File: config.mk
export PLATFORM = sky130hd
export DESIGN_NAME = pwm_duty_scheduler
export DESIGN_NICKNAME = d
export VERILOG_FILES = /design/src/rtl/pwm_duty_scheduler.sv
export SDC_FILE = /design/constraint.sdc
export NUM_CORES = 1
export LEC_CHECK = 0
export ABC_CLOCK_PERIOD_IN_PS = 1900
export BUFFER_PORTS_ARGS = -buffer_cell sky130_fd_sc_hd__buf_2
export CAP_MARGIN = 20
export CORE_MARGIN = 1
export CORE_UTILIZATION = 45
export CTS_CLUSTER_DIAMETER = 100
export DETAILED_ROUTE_END_ITERATION = 10
export HOLD_SLACK_MARGIN = 0.03
export PLACE_DENSITY = 0.63
export SLEW_MARGIN = 25
export SYNTH_ARGS = -nofsm -noshare
export SYNTH_HDL_FRONTEND = slang
export SYNTH_SLANG_ARGS = --single-unit
export TNS_END_PERCENT = 10
File: constraint.sdc
create_clock -name clk -period 1.9 [get_ports clk]
set_input_delay 0.285 -clock clk [delete_from_list [all_inputs] [get_ports clk]]
set_output_delay 0.285 -clock clk [all_outputs]
set_load 0.05 [all_outputs]
File: src/rtl/pwm_duty_scheduler.sv
// Duty scheduler for the LED PWM engine: manual level stepping or automatic breathing.
// Level updates one cycle after a press; compare value commits one cycle after the next period boundary.
// No backpressure: button and period_start pulses are consumed in the cycle they arrive.
//
// Ports:
//   clk, reset_n           - clock; asynchronous active-high reset
//   btn_up_i, btn_down_i   - single-cycle pulses: raise / lower level (manual mode only)
//   btn_mode_i             - single-cycle pulse: toggle manual / breathe
//   period_start_i         - first cycle of each PWM period
//   duty_num_o             - registered compare value for the PWM engine
//   duty_load_o            - one-cycle pulse, duty_num_o changed this cycle
//   level_idx_o            - current target level 0..4
//   mode_o                 - 0 manual, 1 breathe up, 2 breathe down
module pwm_duty_scheduler #(
  parameter int PERIOD       = 200,
  parameter int STEP_PERIODS = 250,
  parameter int DW           = 8
) (
  input  logic          clk,
  input  logic          reset_n,
  input  logic          btn_up_i,
  input  logic          btn_down_i,
  input  logic          btn_mode_i,
  input  logic          period_start_i,
  output logic [DW-1:0] duty_num_o,
  output logic          duty_load_o,
  output logic [2:0]    level_idx_o,
  output logic [1:0]    mode_o
);

  typedef enum logic [1:0] {
    MANUAL       = 2'd0,
    BREATHE_UP   = 2'd1,
    BREATHE_DOWN = 2'd2
  } mode_t;

  localparam int SW = (STEP_PERIODS > 1) ? $clog2(STEP_PERIODS) : 1;
  localparam logic [SW-1:0] STEP_LAST = SW'(STEP_PERIODS - 1);
  localparam logic [2:0]    LVL_MAX   = 3'd4;

  mode_t          mode_q, mode_d;
  logic [2:0]     level_q, level_d;
  logic [SW-1:0]  step_q, step_d;
  logic           pending_q, pending_d;
  logic [DW-1:0]  duty_q, duty_d;
  logic           load_q, load_d;

  function automatic logic [DW-1:0] lvl_duty(input logic [2:0] idx);
    case (idx)
      3'd0:    lvl_duty = DW'(PERIOD / 20);
      3'd1:    lvl_duty = DW'(PERIOD / 4);
      3'd2:    lvl_duty = DW'(PERIOD / 2);
      3'd3:    lvl_duty = DW'((PERIOD * 3) / 4);
      default: lvl_duty = DW'(PERIOD);
    endcase
  endfunction

  always_ff @(posedge clk or posedge reset_n) begin
    if (reset_n) begin
      mode_q    <= MANUAL;
      level_q   <= LVL_MAX;
      step_q    <= '0;
      pending_q <= 1'b0;
      duty_q    <= DW'(PERIOD);
      load_q    <= 1'b0;
    end else begin
      mode_q    <= mode_d;
      level_q   <= level_d;
      step_q    <= step_d;
      pending_q <= pending_d;
      duty_q    <= duty_d;
      load_q    <= load_d;
    end
  end

  always_comb begin
    mode_d    = mode_q;
    level_d   = level_q;
    step_d    = step_q;
    pending_d = pending_q;
    duty_d    = duty_q;
    load_d    = 1'b0;

    if (btn_mode_i) begin
      // Mode toggle wins over every other input this cycle.
      step_d = '0;
      if (mode_q == MANUAL) begin
        mode_d = (level_q == LVL_MAX) ? BREATHE_DOWN : BREATHE_UP;
      end else begin
        mode_d = MANUAL;
      end
    end else if (mode_q == MANUAL) begin
      // Simultaneous up+down cancel out; saturated presses leave the level alone.
      if (btn_up_i && !btn_down_i && level_q != LVL_MAX) begin
        level_d = level_q + 3'd1;
      end else if (btn_down_i && !btn_up_i && level_q != 3'd0) begin
        level_d = level_q - 3'd1;
      end
    end else if (period_start_i) begin
      if (step_q == STEP_LAST) begin
        step_d = '0;
        if (mode_q == BREATHE_UP) begin
          if (level_q != LVL_MAX) level_d = level_q + 3'd1;
          if (level_d == LVL_MAX) mode_d = BREATHE_DOWN;
        end else begin
          if (level_q != 3'd0) level_d = level_q - 3'd1;
          if (level_d == 3'd0) mode_d = BREATHE_UP;
        end
      end else begin
        step_d = step_q + 1'b1;
      end
    end

    // Commit uses the registered level, so a change in this same cycle
    // waits for the following boundary.
    if (period_start_i && pending_q) begin
      duty_d = lvl_duty(level_q);
      load_d = 1'b1;
    end

    if (level_d != level_q) begin
      pending_d = 1'b1;
    end else if (period_start_i) begin
      pending_d = 1'b0;
    end
  end

  assign duty_num_o  = duty_q;
  assign duty_load_o = load_q;
  assign level_idx_o = level_q;
  assign mode_o      = mode_q;

endmodule

==> results of run 1 <==
cell type report:
class	count	area, µm²	area share [%]
Sequential cell	22	558	30.3
Tap cell	46	57.6	3.13
Inverter	8	37.5	2.04
Clock buffer	4	36.3	1.97
Timing Repair Buffer	29	175	9.52
Multi-Input combinational cell	144	975	53.0
power by group:
group	total, mW	internal [mW]	switching (mW)	leakage, nW
logic	1.95	0.710	1.24	0.470
clock network	0.263	0.117	0.146	0.0210
registers	0.796	0.637	0.159	0.277
total	3.01	1.46	1.54	0.768
flip-flops by register name, indices dropped and copies added (netlist names):
register / count
duty_load_o: 1
duty_num_o: 7
level_idx_o: 3
mode_o: 2
pending_q: 1
step_q: 8
layer usage:
metal  global-route usage [%]  part of all wire, %  wire length [µm]
met1                     27.6                   45              1630
met4                     6.98                 0.61                22
met2                     35.8                   52              1860
met5                        0                    0                 0
met3                     2.10                  2.4                86
synthesized netlist by cell type, types with 2 or more instances:
| cell type | count | area share [%] |
|---|---|---|
| nand3b_1 | 2 | 0.94 |
| nand3_1 | 2 | 0.63 |
| nor2_1 | 13 | 3.0 |
| inv_1 | 8 | 1.9 |
| dfrtp_1 | 18 | 28 |
| xnor2_1 | 7 | 3.8 |
| nor3b_1 | 2 | 0.94 |
| nand2b_1 | 4 | 1.6 |
| buf_2 | 2 | 0.63 |
| dfstp_2 | 4 | 6.6 |
| a21oi_1 | 12 | 3.8 |
| o22a_1 | 3 | 1.6 |
| nor3_1 | 16 | 5.0 |
| o211ai_1 | 3 | 1.4 |
| ha_1 | 8 | 6.3 |
| buf_6 | 3 | 2.1 |
| o21ai_0 | 14 | 4.4 |
| clkbuf_1 | 5 | 1.2 |
| nand2_1 | 22 | 5.2 |
| o21ai_2 | 2 | 1.1 |
| o31ai_1 | 2 | 0.94 |
| nor4b_1 | 2 | 1.1 |
| nor2b_1 | 4 | 1.6 |
worst min-delay path, delay by kind of cell:
family	cells	cell delay, ps
buffers and inverters	1	130
and+or+nand+nor	2	180
how the worst max path moves through the flow:
stage | to | slack, ps | depth (start not counted)
2_1_floorplan | mode_o[1] | -40 | 9
3_3_place_gp | mode_o[1] | 130 | 7
3_5_place_dp | mode_o[1] | 80 | 7
4_1_cts | mode_o[1] | 50 | 7
5_1_grt | mode_o[0] | -20 | 6
6_report | mode_o[1] | 80 | 6
cells by family after synthesis:
group	after synthesis	synth area share [%]
compound gates	50	20.9
xor+xnor	7	3.83
fa+ha+maj	8	6.25
buf+inv	20	7.11
flops	22	34.7
mux	1	0.625
other cells	1	0.234
simple gates	77	26.3
stage by stage:
stage / instances / total power, mW / setup TNS (ps)
floorplan: 186 / 2.38 / -64.1
global placement: 248 / 2.70 / 0
detailed placement: 248 / 2.75 / 0
CTS: 253 / 3.02 / 0
global route: 253 / 3.24 / -24.1
finish: 253 / 3.01 / 0
repair_timing:
item,in CTS,in global routing
setup endpoints to repair,0,4
hold buffers,1,0
hold endpoints to repair,6,0
buffers inserted,0,0
gates resized for setup,0,2
==> summary.md, run 1 <==
| Metric | Value |
|---|---|
| Worst-path cell chain | inv_1 > ha_4 > nor4b_4 > o21ai_1 > a211oi_2 > a31o_1 |
| Hold Path Cell Cnt | 3 |
| Top Ports | 20 |
| Design area | 1840 µm² |
| Critical path's slowest cell | dfstp_2 |
| Initial antenna violation count | 0 |
| Antenna-violating nets left | 0 |
| R2R cell count | 6 |
| Synth-to-Final Area Change | 14.8% |
| GRT overflow | 0 |
| Fmax | about 550 MHz |
| Dpl ws | around 78 ps |
| Layout cell share with drive strength beyond 1 | about a quarter |
| Filler instances | about 330 |
| Number of distinct library cells after synthesis | slightly above 50 |
| Critical path arrival | about 2100 ps |
| Reg2reg end | mode_o[1] |
| GP Congestion | 0.867 |
| Pwr Density | between 1500 and 2000 nW/µm² |
| NumNets Final | between 200 and 250 |
| Max-cap viol count | 0 |
| Synth Register Bits | 22 |
| Worst-skew pair later-pin latency | between 300 and 400 ps |
| PortBufs | 18 |
| Max IR drop VDD | roughly 610 µV |
| Setup ws final | 78.7 ps |
| Worst Skew | 2.37 ps |
| Die H | between 60 and 70 µm |
| Core Region | between 3000 and 4000 µm² |
| H-tree depth | 1 |
| Vias in the first global route | ~1300 |
| Die width | a little over 60 µm |
| Ys async rst share | between 90% and 100% |
| Post-detail-place hpwl | approximately 2800 µm |
| Post-layout util | 54.7% |
| Finish-stage setup viols | 0 |
| Hold path endpoint | pending_q |
| Antenna fix cells | 0 |
| Reg2reg start | level_idx_o[2] |
| Worst Path Required | between 2000 and 2500 ps |
| Wire per inst | ~14 µm |
| Cells after synthesis | 186 |
| CTS tree | yes |
| Vias per cell | between 5 and 6 |
| DR iter-0 viols | 73 |
| Status | complete, no violations |
| Critical setup path kind | flip-flop to flip-flop |
| RSZ-0062 raised after global routing | yes |
| DRT Wirelength | 3610 µm |
| DR vias | 1420 |
| CP bufs+invs | 1 |
| Flop-to-flop setup slack | 80 ps |
| Leak | about 0.77 nW |
| Final-report hold violation count | 0 |
| Final hold slack | 315 ps |
| Final period util | between 90 and 100% |
| Hold Path Class | primary input to flip-flop |
| Reg clk slew, reported paths | approximately 120 ps |
| Pin count of the biggest net entering global routing | 21 |
| EDFF count, synth | 0 |
| Mean post-synth cell area | 8.61 µm² |
| Most common cell after layout, fill and taps aside | nand2_1 |
| Max Slew Vio Count | 0 |
| Crit start category | flip-flop |
| Site row count | 21 |
| Netlist Area Pre-Place | around 1600 µm² |
| Starting density of the core | between 40% and 50% |
| Top delay family on crit path | flip-flops |
| Critical Path Max Stage Delay | roughly 660 ps |
| Syn_nets | 200 |
| Most frequent cells in the layout | nand2_1 (22), buf_2 (18), nor3_1 (16), dfrtp_1 (16), nor2_1 (13) |
| First-pass GRT wire length | a little under 6000 µm |
| CTS Buf Count | 3 |
| Worst setup EP type | flip-flop |
| Placed cell areas | around 1800 µm² |
| Predominant post-synthesis flop cell | dfrtp_1 |
| Detailed Routing Iterations Pass 1 | 4 |
| Tmin final | 1820 ps |
| Hold Path Origin | period_start_i |
| Seq/Total Area, Yosys | 34.7% |
| Clock sink count | 22 |
| Global Route Usage Sum | roughly a fifth |
| DRC errors left | 0 |
| CTS Buffer Depth | 2 |
| Die ar. | roughly 3800 µm² |
| CTS Root Cell | clkbuf_4 |
| Yosys warning total | 0 |
| CP startpoint | level_idx_o[2] |
| Crit Path Max Fanout | 9 |
Note: power is estimated with default switching activity, not from simulation.
==> inputs of run 2 (changes only) <==
--- a/config.mk
+++ b/config.mk
@@ -5,6 +5,7 @@
 export SDC_FILE = /design/constraint.sdc
 export NUM_CORES = 1
 export LEC_CHECK = 0
+export ABC_AREA = 1
 export ABC_CLOCK_PERIOD_IN_PS = 1900
 export BUFFER_PORTS_ARGS = -buffer_cell sky130_fd_sc_hd__buf_2
 export CAP_MARGIN = 20
@@ -14,6 +15,7 @@
 export DETAILED_ROUTE_END_ITERATION = 10
 export HOLD_SLACK_MARGIN = 0.03
 export PLACE_DENSITY = 0.63
+export SKIP_LAST_GASP = 1
 export SLEW_MARGIN = 25
 export SYNTH_ARGS = -nofsm -noshare
 export SYNTH_HDL_FRONTEND = slang
==> run 2 against run 1 <==
  * Sequential share of layout area is 3.1 points higher
  * Die area is 7.9% lower
  * Setup slack improved by 100 ps
  * Critical path type unchanged
==> summary.md, run 2 <==
| Metric | Value |
|---|---|
| Status | complete, no violations |
| CP startpoint | level_idx_o[1] |
| DR vias | around 1300 |
| Worst Path Required | roughly 2100 ps |
| Fmax | around 580 MHz |
| Placed cell areas | ~1600 µm² |
| Die ar. | ~3500 µm² |
| Predominant post-synthesis flop cell | dfrtp_1 |
| Most flops, register | step_q |
| DRT Wirelength | ~2900 µm |
| Core Region | ~3100 µm² |
| Die width | about 59 µm |
| Max reg flops | 8 |
| Synth top area share | between 30% and 40% |
| Cell taking the most area after synthesis | dfrtp_1 |
| Yosys warning total | 0 |
| CTS Buffer Depth | 2 |
| Pin count of the biggest net entering global routing | 23 |
| Seq/Total Area, Yosys | 37.8% |
| Final TNS setup | 0 ps |
| Number of distinct library cells after synthesis | 32 |
| Post-detail-place hpwl | 2320 µm |
| Antenna-violating nets left | 0 |
| Worst-skew pair later-pin latency | around 320 ps |
| Seq. cell area | approximately 560 µm² |
| Pwr Density | around 1800 nW/µm² |
| Netlist Area Pre-Place | 1470 µm² |
| GP Congestion | about 1.0 |
| Combinational Power Share | about two thirds |
| Worst setup EP type | flip-flop |
| Ys async rst share | 100% |
| Final period util | slightly above 90% |
| PortBufs | 18 |
| Design area | between 1500 and 2000 µm² |
| Reg2reg start | level_idx_o[1] |
| Most common cell in the netlist | nand2_1 |
| Detailed Routing Iterations Pass 1 | 4 |
| Layout cell share with drive strength beyond 1 | approximately 25% |
| Synth Register Bits | 22 |
| Largest cells by area after synthesis | dfrtp_1 (31%), nand2_1 (10%), dfstp_2 (7.1%) |
| Critical path arrival | between 1500 and 2000 ps |
| Leak | around 0.86 nW |
| Sw Ratio | about 55% |
| First-pass GRT wire length | approximately 5200 µm |
| EDFF count, synth | 0 |
| Filler instances | 308 |
| Vias in the first global route | about 1200 |
| Area of the multi-input gates | approximately 770 µm² |
| Post-synth top cells | nand2_1 (41), inv_1 (26), nor2_1 (20), dfrtp_1 (18), nand3_1 (14) |
| Final hold slack | between 200 and 250 ps |
| Top Ports | 20 |
| Max IR drop VDD | around 1100 µV |
| Hold Path Class | primary input to flip-flop |
| Site row count | 20 |
| Finish-stage setup viols | 0 |
| Flop-to-flop setup slack | ~180 ps |
| RSZ-0062 raised after global routing | no |
| CP endpoint | mode_o[0] |
| Reg clk slew, reported paths | 130 ps |
| Starting density of the core | about 48% |
| Syn_nets | between 200 and 250 |
| Max Slew Vio Count | 0 |
| Antenna fix cells | 0 |
| Initial antenna violation count | 0 |
| Most common cell after layout, fill and taps aside | nand2_1 |
| Synth-to-Final Area Change | 13.4% |
| GRT overflow | 0 |
| DRC errors left | 0 |
| Tmin final | between 1500 and 2000 ps |
| R2R cell count | 12 |
| Final-report hold violation count | 0 |
| Crit start category | flip-flop |
| CTS Root Cell | clkbuf_4 |
| NumNets Final | around 230 |
| Crit Path Max Fanout | 6 |
| Most frequent cells in the layout | nand2_1 (41), inv_1 (25), nor2_1 (20) |
| DR iter-0 viols | ~70 |
| Clock power frac | 9.0% |
| Die H | 59.2 µm |
| CTS Buf Count | 3 |
| Sequential share of power | around a quarter |
| Max-cap viol count | 0 |
| CTS tree | yes |
| Internal Power | between 1 and 1.5 mW |
| Worst Skew | roughly 14 ps |
| Cells after synthesis | a little under 200 |
| Reg2reg end | mode_o[0] |
| Wire per inst | 11.1 µm |
| Critical setup path kind | flip-flop to flip-flop |
| H-tree depth | 1 |
| Net Switching | about 1.6 mW |
| Global Route Usage Sum | between 10% and 20% |
| Vias per cell | slightly below 5 |
| Clock sink count | 22 |
| Hold Path Cell Cnt | 2 |
| Post-layout util | between 50% and 60% |
| Mean post-synth cell area | about 7.6 µm² |
==> run 2: changes by cell type in the layout (fill, tap and decap cells not counted), sizes merged, moves of 6 or more <==
cell,change
nand2,+26
inv,+23
nor3,-15
nand3,+14
nor2,+11
a21oi,-6
buf,-6
o21ai,-6
xnor2,-6
==> run 2: per-layer routing <==
layer / global-route usage, % / share of wire [%] / wire, µm
met1: 27.2 / 49 / 1430
met2: 29.7 / 45 / 1290
met3: 2.84 / 4.2 / 121
met4: 8.84 / 1.7 / 50
met5: 0 / 0 / 0
==> run 2: cell families (layout without fill, tap and decap cells) <==
| kind of cell | Yosys count | after routing | synth area share (%) |
|---|---|---|---|
| AND/OR/NAND/NOR | 92 | 92 | 29.9 |
| flip-flops | 22 | 22 | 37.8 |
| XOR/XNOR | 4 | 4 | 2.38 |
| other | 1 | 1 | 0.255 |
| AO/OA/AOI/OAI | 31 | 31 | 12.7 |
| buffers and inverters | 35 | 58 | 10.2 |
| adder cells (fa/ha/maj) | 8 | 8 | 6.80 |
==> run 2: worst min-delay path by stage <==
stage,startpoint,endpoint
floorplan,reset_n,duty_load_o
global placement,reset_n,step_q[0]
detailed placement,reset_n,duty_num_o[1]
CTS,period_start_i,pending_q
global route,period_start_i,pending_q
finish,period_start_i,pending_q
==> run 2: per-stage QoR <==
stage                     setup slack [ps]  cells  power [mW]
after floorplan                       48.1    193        2.26
after global placement                 169    255        2.66
after detailed placement              90.6    255        2.67
after CTS                             59.1    260        2.94
after global routing                  25.6    260        3.19
final                                  179    260        2.93
==> run 2: layout make-up <==
| cell class | count | share of cell area (%) |
|---|---|---|
| inverters | 31 | 7.27 |
| flip-flops and latches | 22 | 33.4 |
| well taps | 44 | 3.30 |
| multi-input cells | 136 | 46.0 |
| clock buffers | 4 | 2.17 |
| repair buffers | 23 | 7.80 |
==> run 2: power by group through the flow <==
stage                     registers [mW]  logic (mW)  clock network [mW]
after CTS                          0.768        1.90               0.275
after detailed placement           0.778        1.89                   0
after global routing               0.788        2.12               0.288
final                              0.765        1.90               0.265
after global placement             0.771        1.89                   0
after floorplan                     1.23        1.03                   0
==> run 2: worst max-delay path, stage by stage, from the launching register on <==
cell and delay [ps]:
dfrtp_2 470, inv_2 110, ha_2 250, inv_2 60
nor2_2 110, nand2_1 90, nand2_1 70, nand3b_1 110
nand3_2 70, nand2_2 100, nor2_4 40, nand2_1 60
o21ai_1 60
==> run 2: what timing repair did <==
action / CTS / global route
gates resized for setup: 0 / 2
hold buffers: 1 / 0
endpoints found under the hold margin: 18 / 0
setup buffers: 0 / 0
endpoints found under the setup margin: 0 / 5
